**config.mk**
```make
export PLATFORM = sky130hd
export DESIGN_NAME = ex_muldiv_stage
export DESIGN_NICKNAME = d
export VERILOG_FILES = /design/src/rtl/ex_muldiv_stage.sv
export SDC_FILE = /design/constraint.sdc
export NUM_CORES = 1
export LEC_CHECK = 0
export BUFFER_PORTS_ARGS = -buffer_cell sky130_fd_sc_hd__buf_2
export CORE_UTILIZATION = 64
export CTS_CLUSTER_SIZE = 40
export DETAILED_ROUTE_END_ITERATION = 7
export PLACE_DENSITY_LB_ADDON = 0.08
export SETUP_SLACK_MARGIN = 0.15
export SYNTH_ARGS = -nofsm -noshare
export SYNTH_HDL_FRONTEND = slang
export SYNTH_SLANG_ARGS = --single-unit
```
**constraint.sdc**
```tcl
create_clock -name clk -period 0.9 [get_ports clk]
set_clock_uncertainty 0.1 [all_clocks]
set_input_delay 0.09 -clock clk [delete_from_list [all_inputs] [get_ports clk]]
set_output_delay 0.09 -clock clk [all_outputs]
set_load 0.02 [all_outputs]
```
**src/rtl/ex_muldiv_stage.sv**
```systemverilog
// Execute stage with EX/MEM register: single-cycle logic/shift/arith plus an
// iterative 16-step multiply/divide engine enabled by the EX_MULDIV_EN macro.
module ex_muldiv_stage #(
    parameter int DATA_W = 16,
    parameter int ADDR_W = 4
) (
    input  logic              clk,
    input  logic              rst,
    input  logic              flush,
    input  logic [2:0]        ex_aluop,
    input  logic [2:0]        ex_alusel,
    input  logic [DATA_W-1:0] ex_reg0,
    input  logic [DATA_W-1:0] ex_reg1,
    input  logic [ADDR_W-1:0] ex_waddr,
    input  logic              ex_we,
    output logic              stall_req,
    output logic [DATA_W-1:0] mem_wdata,
    output logic [ADDR_W-1:0] mem_waddr,
    output logic              mem_we
);

    localparam logic [2:0] SEL_LOGIC = 3'd1;
    localparam logic [2:0] SEL_SHIFT = 3'd2;
    localparam logic [2:0] SEL_ARITH = 3'd3;

    logic [3:0]        shamt;
    logic [DATA_W-1:0] alu_res;

    assign shamt = ex_reg1[3:0];

    always_comb begin
        alu_res = '0;
        case (ex_alusel)
            SEL_LOGIC: begin
                case (ex_aluop)
                    3'd0:    alu_res = ex_reg0 & ex_reg1;
                    3'd1:    alu_res = ex_reg0 | ex_reg1;
                    3'd2:    alu_res = ex_reg0 ^ ex_reg1;
                    3'd3:    alu_res = ~ex_reg0;
                    default: alu_res = '0;
                endcase
            end
            SEL_SHIFT: begin
                case (ex_aluop)
                    3'd0:    alu_res = ex_reg0 << shamt;
                    3'd1:    alu_res = ex_reg0 >> shamt;
                    3'd2:    alu_res = $signed(ex_reg0) >>> shamt;
                    default: alu_res = '0;
                endcase
            end
            SEL_ARITH: begin
                case (ex_aluop)
                    3'd0:    alu_res = ex_reg0 + ex_reg1;
                    3'd1:    alu_res = ex_reg0 - ex_reg1;
                    3'd2:    alu_res = {{(DATA_W-1){1'b0}}, ($signed(ex_reg0) < $signed(ex_reg1))};
                    3'd3:    alu_res = {{(DATA_W-1){1'b0}}, (ex_reg0 < ex_reg1)};
                    default: alu_res = '0;
                endcase
            end
            default: alu_res = '0;
        endcase
    end

`ifdef EX_MULDIV_EN
    localparam logic [2:0] SEL_MULDIV = 3'd4;
    localparam int         CNT_W      = $clog2(DATA_W);
    localparam logic [CNT_W-1:0] CNT_LAST = CNT_W'(DATA_W - 1);

    typedef enum logic [1:0] {IDLE, CALC, DONE} state_t;

    typedef struct packed {
        logic [2:0]        aluop;
        logic [ADDR_W-1:0] waddr;
        logic              we;
    } op_t;

    state_t            state;
    op_t               op;
    logic [CNT_W-1:0]  cnt;
    logic [DATA_W-1:0] hi, lo, opb;
    logic [DATA_W:0]   mul_sum;
    logic [DATA_W:0]   div_sh;
    logic              div_ge;
    logic [DATA_W-1:0] div_diff;
    logic [DATA_W-1:0] md_res;

    // {hi,lo} is the product accumulator for multiply and {remainder,quotient} for divide
    assign mul_sum  = {1'b0, hi} + (lo[0] ? {1'b0, opb} : '0);
    assign div_sh   = {hi, lo[DATA_W-1]};
    assign div_ge   = div_sh >= {1'b0, opb};
    assign div_diff = div_sh[DATA_W-1:0] - opb;

    always_comb begin
        case (op.aluop)
            3'd0, 3'd2: md_res = lo;
            3'd1, 3'd3: md_res = hi;
            default:    md_res = '0;
        endcase
    end

    assign stall_req = !rst && ((state == IDLE && ex_alusel == SEL_MULDIV) || state == CALC);

    always_ff @(posedge clk or posedge rst) begin
        if (rst) begin
            state     <= IDLE;
            op        <= '0;
            cnt       <= '0;
            hi        <= '0;
            lo        <= '0;
            opb       <= '0;
            mem_wdata <= '0;
            mem_waddr <= '0;
            mem_we    <= 1'b0;
        end else if (flush) begin
            state     <= IDLE;
            cnt       <= '0;
            mem_wdata <= '0;
            mem_waddr <= '0;
            mem_we    <= 1'b0;
        end else begin
            case (state)
                IDLE: begin
                    if (ex_alusel == SEL_MULDIV) begin
                        op        <= '{aluop: ex_aluop, waddr: ex_waddr, we: ex_we};
                        hi        <= '0;
                        lo        <= ex_reg0;
                        opb       <= ex_reg1;
                        cnt       <= '0;
                        state     <= CALC;
                        mem_wdata <= '0;
                        mem_waddr <= '0;
                        mem_we    <= 1'b0;
                    end else begin
                        mem_wdata <= alu_res;
                        mem_waddr <= ex_waddr;
                        mem_we    <= ex_we;
                    end
                end
                CALC: begin
                    if (op.aluop[1]) begin
                        hi <= div_ge ? div_diff : div_sh[DATA_W-1:0];
                        lo <= {lo[DATA_W-2:0], div_ge};
                    end else begin
                        hi <= mul_sum[DATA_W:1];
                        lo <= {mul_sum[0], lo[DATA_W-1:1]};
                    end
                    mem_wdata <= '0;
                    mem_waddr <= '0;
                    mem_we    <= 1'b0;
                    if (cnt == CNT_LAST) state <= DONE;
                    else                 cnt   <= cnt + 1'b1;
                end
                DONE: begin
                    // ex_* still holds the finished op here; it must not restart
                    mem_wdata <= md_res;
                    mem_waddr <= op.waddr;
                    mem_we    <= op.we;
                    state     <= IDLE;
                end
                default: state <= IDLE;
            endcase
        end
    end
`else
    assign stall_req = 1'b0;

    always_ff @(posedge clk or posedge rst) begin
        if (rst) begin
            mem_wdata <= '0;
            mem_waddr <= '0;
            mem_we    <= 1'b0;
        end else if (flush) begin
            mem_wdata <= '0;
            mem_waddr <= '0;
            mem_we    <= 1'b0;
        end else begin
            mem_wdata <= alu_res;
            mem_waddr <= ex_waddr;
            mem_we    <= ex_we;
        end
    end
`endif

endmodule

```
==> flow_summary.json, run 1 <==
{
  "synth_ff_type": "dfrtp_1",
  "dp_hpwl_um": 18200,
  "synth_top_area_frac": 0.132,
  "post_cts_buffers": 28,
  "outcome": "aborted with a tool error",
  "numCtsBuffers": 3,
  "stop_error": "[ERROR DPL-0038] Utilization greater than 100%, impossible to legalize",
  "cts-htree-levels": 1,
  "syn_area_per_cell_um2": 7.65,
  "yosys-top-cells-area": "ha_1 13%, dfrtp_1 11%, mux4_2 11%, a21oi_1 6.0%, mux2i_1 4.8%",
  "fp.dieW_um": 89.0,
  "lastStage": "clock tree synthesis (4_1_cts)",
  "synth_edf_count": 0,
  "clock_path_buffers": 2,
  "syn-cell-area_um2": 4840,
  "synth.distinct_cells": 74,
  "pin_count": 68,
  "ys_warn_count": 0,
  "async_flop_share": 1.00,
  "rows": 31,
  "seq_area_frac_synth": 0.108,
  "placed_area_um2": 6820,
  "post_cts_resized": 224,
  "dieHeight_um": 89.0,
  "clkSinkCount": 21,
  "yosys_register_bits": 21,
  "synth_area_leader_cell": "ha_1",
  "synthesis.nets": 732,
  "syn_inst": 633,
  "ctsRootBufferMaster": "clkbuf_8",
  "routabilityCongestion": 1.17,
  "io_buffers": 66,
  "start_util": 0.664
}
-- synth_stat cells (3+ instances only) --
cell type,instances
a211o_1,4
a211oi_1,11
a211oi_2,3
a21oi_1,58
a221oi_1,3
a22oi_1,7
a311oi_1,3
a31oi_1,11
buf_2,17
buf_4,3
buf_6,3
clkbuf_1,18
dfrtp_1,21
ha_1,51
inv_1,49
inv_2,5
mux2_2,7
mux2i_1,23
mux4_2,23
nand2_1,51
nand2b_1,10
nand3_1,12
nand4_1,3
nor2_1,55
nor2b_1,15
nor3_1,18
nor3b_1,3
nor4_1,3
o211ai_1,15
o21ai_0,46
o21ai_1,7
o21bai_1,4
o22ai_1,5
or4_1,3
xnor2_1,8
xor2_1,4
-- stage by stage --
step,hold slack [ns],std cells,setup WS (ns)
after floorplan,-0.0335,633,-1.28
after global placement,0.0217,958,-1.46
after detailed placement,0.0596,958,-1.57
-- cells by family after synthesis --
group                    synth area share
AO/OA/AOI/OAI                       0.271
XOR/XNOR                           0.0217
adder cells (fa/ha/maj)             0.140
buffers and inverters              0.0914
flip-flops                          0.108
multiplexers                        0.178
other                            0.000774
AND/OR/NAND/NOR                     0.188
==> run 2: changes to the inputs <==
CORE_UTILIZATION = 40   (was 64)
CTS_CLUSTER_SIZE = default   (was 40)
PLACE_DENSITY_LB_ADDON = 0.15   (was 0.08)
SETUP_SLACK_MARGIN = default   (was 0.15)
==> run 2 against run 1 <==
Effect of this change:
- the flow now finishes, with violations (DRC, setup timing)
- synthesized cell count stayed put
- synthesized area stayed put
==> flow_summary.json, run 2 <==
{
  "outcome": "complete, but fails checks",
  "violations": "DRC, setup timing",
  "synth_compound_area_frac": 0.271,
  "antenna_found_initial": 0,
  "switching_power_mw": 2.51,
  "first_iter_violations": 459,
  "hold_depth": 3,
  "syn_area_per_cell_um2": 7.65,
  "p_clk_frac": 0.156,
  "crit_slowest_cell": "a311oi_4",
  "p_leak_nw": 3.51,
  "critPathBufInv": 3,
  "via_count": 5950,
  "dr.pass1.iters": 8,
  "async_flop_share": 1.00,
  "rsz0062_at_grt": "true",
  "synth_xor_area_frac": 0.0217,
  "grt_pass1_vias": 5986,
  "syn_inst": 633,
  "syn-cell-area_um2": 4840,
  "synth_area_leader_cell": "ha_1",
  "synth.distinct_cells": 74,
  "intPower_mw": 3.60,
  "grt_max_degree": 33,
  "hold_viol_final": 0,
  "synth_top_area_frac": 0.132,
  "n_antenna_cell": 0,
  "routabilityCongestion": 0.936,
  "synth_fa_ha_area_frac": 0.140,
  "avgRoutedWirePerCell_um": 20.2,
  "hold_class": "primary input to register",
  "fin_ws_ns": -1.12,
  "max-vdd-ir-drop_mv": 0.488,
  "fp.coreArea_um2": 11600,
  "finalNetCount": 981,
  "nFillCells": 976,
  "pin_count": 68,
  "p_sw_frac": 0.411,
  "drive_gt1_frac": 0.501,
  "die-area_um2": 12600,
  "synth_ff_type": "dfrtp_1",
  "reg.largest.list": "mem_wdata (16), mem_waddr (4), mem_we (1)",
  "clk_pin_slew_ns": 0.06,
  "largest_register_ffs": 16,
  "numCtsBuffers": 3,
  "drcViolationCount": 10,
  "tns_ns": -16.27,
  "period_share": 2.24,
  "power_density_nw_per_um2": 777,
  "combPwrFrac": 0.685,
  "worst_pin_slew_ns": 0.527,
  "top_register": "mem_wdata",
  "period_minus_slack_ns": 2.02,
  "seq_area_frac_synth": 0.108,
  "start_kind": "primary input",
  "areaGrowthSynthToFinish_pct": 62.3,
  "rows": 39,
  "yosys_register_bits": 21,
  "setup_violations": 37,
  "crit_family": "compound AO/OA/AOI/OAI gates",
  "dieHeight_um": 112,
  "regArea_um2": 526,
  "cts-htree-levels": 1,
  "start_util": 0.417,
  "ys_warn_count": 0,
  "crit_arrival_ns": 2.07,
  "pwr-share-seq": 0.159,
  "wirelength_um": 20600,
  "fp.dieW_um": 112,
  "cp.required_ns": 0.95,
  "cpPeakStageDelay_ns": 0.37,
  "synth.mux.area_fraction": 0.178,
  "fmax_ghz": 0.495,
  "routed_via_density": 5.81,
  "synthesis.nets": 732,
  "slew_viol_final": 0,
  "multi_input_area_um2": 4530,
  "synth_commonest_cells": "58 x a21oi_1, 55 x nor2_1, 51 x ha_1, 51 x nand2_1, 49 x inv_1",
  "crit_path_max_fanout": 6,
  "synth_top_family_by_area": "compound AO/OA/AOI/OAI gates",
  "final_common_cell": "buf_4",
  "ant_nets": 0,
  "hold-path-endpoint": "mem_waddr[3]$_DFF_PP0_",
  "clkSinkCount": 21,
  "io_buffers": 66,
  "maxSlewHeadroom": 0.646,
  "grt_usage": 0.331,
  "synth_edf_count": 0,
  "final_util": 0.677,
  "synthMostInstantiatedCell": "a21oi_1",
  "cts_tree": "built",
  "dp_hpwl_um": 16500,
  "grt_pass1_wl_um": 32500,
  "crit_type": "primary input to register",
  "hp-start": "flush",
  "grt.overflow.total": 0,
  "final_cell_mix": "201 x buf_4, 49 x nand2_1, 48 x nor2_1",
  "yosys-top-cells-area": "ha_1 13%, dfrtp_1 11%, mux4_2 11%, a21oi_1 6.0%, mux2i_1 4.8%",
  "clock_path_buffers": 2,
  "cp-end-kind": "register",
  "synthSimpleGateAreaFrac": 0.188,
  "critical_path.cell_chain": "buf_2, inv_1, buf_4, ha_2, a21oi_1, a311oi_4, a31o_2, a21oi_2, a2111o_1, a211o_1",
  "ctsRootBufferMaster": "clkbuf_16",
  "cap_violations": 0
}
## run 2: cell counts after synthesis
No cell type changed its count.
## run 2: power by group through the flow
stage | combinational [mW] | sequential [mW] | clock, mW
floorplan | 1.95 | 1.01 | 0
global placement | 3.47 | 0.985 | 0
detailed placement | 3.51 | 0.985 | 0
CTS | 3.90 | 0.973 | 0.944
global route | 4.47 | 0.974 | 0.989
finish | 4.18 | 0.974 | 0.952
## run 2: worst max path at each step
| stage | startpoint | cells past startpoint | to | slack, ns |
|---|---|---|---|---|
| 2_1_floorplan | ex_reg1[1] | 11 | mem_wdata[15]$_DFF_PP0_ | -1.28 |
| 3_3_place_gp | ex_reg0[4] | 10 | mem_wdata[15]$_DFF_PP0_ | -1.54 |
| 3_5_place_dp | ex_reg0[4] | 10 | mem_wdata[15]$_DFF_PP0_ | -1.57 |
| 4_1_cts | ex_reg0[0] | 11 | mem_wdata[12]$_DFF_PP0_ | -1.10 |
| 5_1_grt | ex_reg1[5] | 11 | mem_wdata[15]$_DFF_PP0_ | -1.17 |
| 6_report | ex_reg1[6] | 10 | mem_wdata[15]$_DFF_PP0_ | -1.12 |
## run 2: logic make-up (layout without fill, tap and decap cells)
group | count (synthesis) | in the layout
AOI/OAI and AO/OA | 202 | 202
xor gates and xnor gates | 12 | 12
adders and majority gates | 53 | 53
buffers and inverters | 99 | 347
DFF | 21 | 21
muxes | 56 | 56
other | 1 | 1
and+or+nand+nor | 189 | 189
## run 2: area by class of cell
class	instances	area share
Timing Repair Buffer	288	0.293
Sequential cell	21	0.0668
Clock inverter	1	0.000637
Tap cell	143	0.0228
Multi-Input combinational cell	513	0.576
Inverter	55	0.0307
Clock buffer	3	0.00955
## run 2: per-layer routing
layer,global-route usage,share of wire
met4,0.101,0.035
met5,0,0
met1,0.450,0.43
met2,0.563,0.47
met3,0.0238,0.058
## run 2: repair_timing
item | 4_1_cts | 5_1_grt
hold buffers | 6 | 0
resized for setup | 145 | 46
setup endpoints to repair | 37 | 37
endpoints found under the hold margin | 26 | 0
pin swaps | 39 | 21
buffers inserted | 8 | 2
## run 2: per-stage QoR
| step | power [mW] | std cells | hold slack (ns) | worst slack (ns) | area (um2) |
|---|---|---|---|---|---|
| after detailed placement | 4.50 | 1004 | 0.0308 | -1.57 | 6880 |
| after floorplan | 2.96 | 633 | -0.0335 | -1.28 | 5130 |
| final | 6.11 | 1024 | 0.0539 | -1.12 | 7860 |
| after global placement | 4.45 | 1004 | 0.0233 | -1.54 | 6880 |
| after global routing | 6.43 | 1024 | 0.0883 | -1.17 | 7860 |
| after CTS | 5.81 | 1022 | 0.0540 | -1.10 | 7620 |
No activity file was read; power rests on OpenSTA's default activity.
==> run 3: changes to the inputs <==
CTS_BUF_LIST = sky130_fd_sc_hd__clkbuf_4 sky130_fd_sc_hd__clkbuf_8   (was default)
==> run 3 against run 2 <==
Effect of this change:
- the run still ends with DRC, setup timing left
- sequential power hardly changed
- critical path depth is 1 lower
- hold slack worse by 0.012 ns
- non-clock buffer count up 14
- combinational power increased by 6.5%
- utilization up 3.2 points
- sequential cell count unchanged
- sequential share of layout area fell by 0.30 points
- highest routed layer unchanged
==> flow_summary.json, run 3 (synthesis results as in run 2) <==
{
  "max-vdd-ir-drop_mv": 0.420,
  "areaGrowthSynthToFinish_pct": 70.0,
  "worst_pin_slew_ns": 0.485,
  "final_util": 0.709,
  "intPower_mw": 3.46,
  "die-area_um2": 12600,
  "rows": 39,
  "period_share": 2.25,
  "first_iter_violations": 484,
  "wirelength_um": 21400,
  "grt_max_degree": 33,
  "p_clk_frac": 0.102,
  "clock_path_buffers": 2,
  "cpPeakStageDelay_ns": 0.35,
  "dp_hpwl_um": 16500,
  "ctsRootBufferMaster": "clkbuf_8",
  "crit_arrival_ns": 2.09,
  "cap_violations": 0,
  "routed_via_density": 5.85,
  "final_common_cell": "buf_4",
  "fin_ws_ns": -1.13,
  "dp.cells": 1004,
  "violations": "DRC, setup timing",
  "n_antenna_cell": 0,
  "setup_violations": 37,
  "critical_path.cell_chain": "buf_2, inv_1, ha_4, or2_4, a311oi_4, a31o_2, a21oi_1, a2111o_1, a211o_1",
  "grt_pass1_vias": 5964,
  "routabilityCongestion": 0.936,
  "final_cell_mix": "206 x buf_4, 49 x nand2_1, 48 x nor2_1",
  "avgRoutedWirePerCell_um": 20.6,
  "drive_gt1_frac": 0.536,
  "numCtsBuffers": 3,
  "start_util": 0.417,
  "crit_path_max_fanout": 6,
  "maxSlewHeadroom": 0.668,
  "slew_viol_final": 0,
  "clkSinkCount": 21,
  "crit_family": "compound AO/OA/AOI/OAI gates",
  "cts-htree-levels": 1,
  "top_register": "mem_wdata",
  "crit_type": "primary input to register",
  "finalNetCount": 995,
  "antenna_found_initial": 0,
  "grt_usage": 0.331,
  "crit_slowest_cell": "a2111o_1",
  "total_power_mw": 6.04,
  "hold_viol_final": 0,
  "fp.coreArea_um2": 11600,
  "power_density_nw_per_um2": 733,
  "dr.pass1.iters": 8,
  "grt_pass1_wl_um": 32400,
  "pwr-share-seq": 0.161,
  "cp.required_ns": 0.96,
  "tns_ns": -16.76,
  "final_cells": 1038,
  "clk_pin_slew_ns": 0.08,
  "cts_tree": "built",
  "combPwrFrac": 0.737,
  "hold_ws_ns": 0.0420,
  "grt.overflow.total": 0,
  "start_kind": "primary input",
  "via_count": 6077,
  "ant_nets": 0,
  "fmax_ghz": 0.494,
  "pin_count": 68,
  "reg.largest.list": "mem_wdata (16), mem_waddr (4), mem_we (1)",
  "cp-end-kind": "register",
  "outcome": "complete, but fails checks",
  "fp.dieW_um": 112,
  "largest_register_ffs": 16,
  "p_leak_nw": 3.62,
  "io_buffers": 66,
  "hold_class": "primary input to register",
  "drcViolationCount": 10,
  "rsz0062_at_grt": "true",
  "dieHeight_um": 112,
  "critPathBufInv": 2,
  "period_minus_slack_ns": 2.03,
  "switching_power_mw": 2.58,
  "p_sw_frac": 0.428
}
==> run 3: area by class of cell <==
cell class | count | area [um2]
multi-input cells | 513 | 4720
fillers | 909 | 3380
repair buffers | 302 | 2510
flip-flops and latches | 21 | 526
inverters | 55 | 254
well taps | 143 | 179
clock buffers | 3 | 41.3
clock inverters | 1 | 5.00
==> run 3: per-stage QoR <==
step	area (um2)	worst slack (ns)
2_1_floorplan	5130	-1.28
3_3_place_gp	6880	-1.54
3_5_place_dp	6880	-1.57
4_1_cts	7550	-1.09
5_1_grt	8240	-1.17
6_report	8240	-1.13
==> run 3: final timing paths <==
path / start / endpoint / slack (ns) / cells after the start
worst max-delay path: ex_reg0[7] / mem_wdata[15]$_DFF_PP0_ / -1.13 / 9
worst min-delay path: flush / mem_waddr[3]$_DFF_PP0_ / 0.04 / 3
max in group asynchronous: rst / mem_wdata[6]$_DFF_PP0_ / 0.18 / 4
min in group asynchronous: rst / mem_wdata[11]$_DFF_PP0_ / 0.29 / 4
==> run 3: layer usage <==
metal  global-route usage  vias to the layer above  part of all wire
met5                    0                        -                 0
met4                0.114                        0             0.036
li1                     -                     2834                 -
met3               0.0292                       55             0.060
met1                0.446                     2896              0.43
met2                0.559                      292              0.47
==> run 3: power by group through the flow <==
stage / Clock (mW) / Sequential [mW] / Combinational [mW]
global route: 0.658 / 0.973 / 4.74
global placement: 0 / 0.985 / 3.47
CTS: 0.622 / 0.972 / 3.87
finish: 0.614 / 0.972 / 4.45
floorplan: 0 / 1.01 / 1.95
detailed placement: 0 / 0.985 / 3.51
==> run 3: what timing repair did <==
item,CTS,global route
resized for setup,143,115
pin swaps,47,53
setup buffers,8,16
setup endpoints to repair,37,37
endpoints found under the hold margin,26,0
hold buffers,6,0
gates cloned,0,2
==> run 4: changes to the inputs <==
SKIP_LAST_GASP = 1   (was default)
==> run 4 against run 3 <==
Effect of this change:
- sequential power about the same
- via count unchanged
- fmax increased by 0.58%
- sequential share of layout area increased by 0.051 points
- the run still ends with DRC, setup timing left
- largest cell class unchanged
- clock-buffer cell count unchanged
- utilization decreased by 0.56 points
- non-clock buffer count increased by 1
- worst setup slack improved by 0.012 ns
- first-iteration DRC count increased by 7.4%
- clock power increased by 0.7%
- total power decreased by 0.60%
- combinational power decreased by 0.9%
==> flow_summary.json, run 4 (synthesis results as in run 2) <==
{
  "worst_pin_slew_ns": 0.486,
  "crit_type": "primary input to register",
  "power_density_nw_per_um2": 735,
  "routabilityCongestion": 0.936,
  "grt_max_degree": 33,
  "combPwrFrac": 0.735,
  "start_kind": "primary input",
  "max-vdd-ir-drop_mv": 0.443,
  "cts_tree": "built",
  "switching_power_mw": 2.57,
  "tns_ns": -16.97,
  "ant_nets": 0,
  "start_util": 0.417,
  "intPower_mw": 3.44,
  "areaGrowthSynthToFinish_pct": 68.7,
  "hold_viol_final": 0,
  "drive_gt1_frac": 0.528,
  "first_iter_violations": 520,
  "setup_violations": 37,
  "crit_path_max_fanout": 6,
  "grt_usage": 0.331,
  "pin_count": 68,
  "final_common_cell": "buf_4",
  "crit_arrival_ns": 2.08,
  "via_count": 6077,
  "finalNetCount": 996,
  "cp-end-kind": "register",
  "stdcell_area_um2": 8170,
  "p_clk_frac": 0.103,
  "fmax_ghz": 0.497,
  "die-area_um2": 12600,
  "period_minus_slack_ns": 2.01,
  "pwr-share-seq": 0.162,
  "rsz0062_at_grt": "true",
  "cp.required_ns": 0.96,
  "cap_violations": 0,
  "maxSlewHeadroom": 0.667,
  "p_sw_frac": 0.428,
  "hold_ws_ns": 0.0389,
  "clock_path_buffers": 2,
  "cts-htree-levels": 1,
  "outcome": "complete, but fails checks",
  "numCtsBuffers": 3,
  "dr.pass1.iters": 8,
  "p_leak_nw": 3.61,
  "hp-start": "flush",
  "dieHeight_um": 112,
  "final_cell_mix": "208 x buf_4, 49 x nor2_1, 49 x nand2_1",
  "antenna_found_initial": 0,
  "fp.coreArea_um2": 11600,
  "drcViolationCount": 10,
  "final_util": 0.704,
  "fin_ws_ns": -1.11,
  "grt.overflow.total": 0,
  "hold_class": "primary input to register",
  "dp.cells": 1004,
  "multi_input_area_um2": 4670,
  "reg.largest.list": "mem_wdata (16), mem_waddr (4), mem_we (1)",
  "top_register": "mem_wdata",
  "dp_hpwl_um": 16500,
  "slew_viol_final": 0,
  "clk_pin_slew_ns": 0.08,
  "io_buffers": 66,
  "nFillCells": 922,
  "pre_cts_ws_ns": -1.57,
  "regArea_um2": 526,
  "ctsRootBufferMaster": "clkbuf_8",
  "period_share": 2.24,
  "violations": "DRC, setup timing",
  "n_antenna_cell": 0,
  "clkSinkCount": 21,
  "total_power_mw": 6.00,
  "crit_start": "ex_reg1[6]",
  "final_cells": 1039,
  "grt_pass1_wl_um": 32400,
  "crit_path_end": "mem_wdata[15]$_DFF_PP0_",
  "routed_via_density": 5.85,
  "grt_pass1_vias": 5964,
  "wirelength_um": 21300,
  "avgRoutedWirePerCell_um": 20.5,
  "largest_register_ffs": 16,
  "fp.dieW_um": 112,
  "rows": 39,
  "placed_area_um2": 6880
}
[run 4: timing repair]
| action | CTS | global route |
|---|---|---|
| gates resized for setup | 142 | 96 |
| hold buffers | 6 | 0 |
| buffers inserted | 8 | 17 |
| endpoints found under the hold margin | 26 | 0 |
| gates cloned | 0 | 2 |
| pin swaps | 47 | 48 |
| endpoints found under the setup margin | 37 | 37 |
[run 4: power by group through the flow]
stage,clock network [mW],logic [mW],registers (mW)
floorplan,0,1.95,1.01
global placement,0,3.47,0.985
detailed placement,0,3.51,0.985
CTS,0.622,3.87,0.972
global route,0.658,4.70,0.973
finish,0.618,4.41,0.972
[run 4: worst min-delay path by stage]
stage | to | slack, ns | cells past startpoint
final | mem_waddr[3]$_DFF_PP0_ | 0.04 | 3
after global routing | mem_waddr[1]$_DFF_PP0_ | 0.08 | 3
after CTS | mem_we$_DFF_PP0_ | 0.04 | 3
after detailed placement | mem_wdata[0]$_DFF_PP0_ | 0.03 | 3
after global placement | mem_wdata[2]$_DFF_PP0_ | 0.02 | 3
after floorplan | mem_waddr[0]$_DFF_PP0_ | -0.03 | 1
[run 4: final cells by class]
type	count	area share
Tap cell	143	0.0219
Clock buffer	3	0.00505
Multi-Input combinational cell	513	0.572
Inverter	55	0.0302
Sequential cell	21	0.0643
Clock inverter	1	0.000612
Timing Repair Buffer	303	0.306
[run 4: critical path: stages]
cell and delay, ns:
buf_2 0.10, inv_1 0.12, buf_4 0.13, ha_2 0.25, a21oi_1 0.09, a311oi_4 0.37
a31o_2 0.25, a21oi_1 0.07, a2111o_1 0.35, a211o_1 0.25
[run 4: layer usage]
| metal | up-vias | track usage | part of all wire |
|---|---|---|---|
| met5 | - | 0 | 0 |
| met4 | 0 | 0.114 | 0.033 |
| met3 | 45 | 0.0292 | 0.062 |
| met2 | 289 | 0.559 | 0.48 |
| met1 | 2906 | 0.446 | 0.43 |
| li1 | 2837 | - | - |
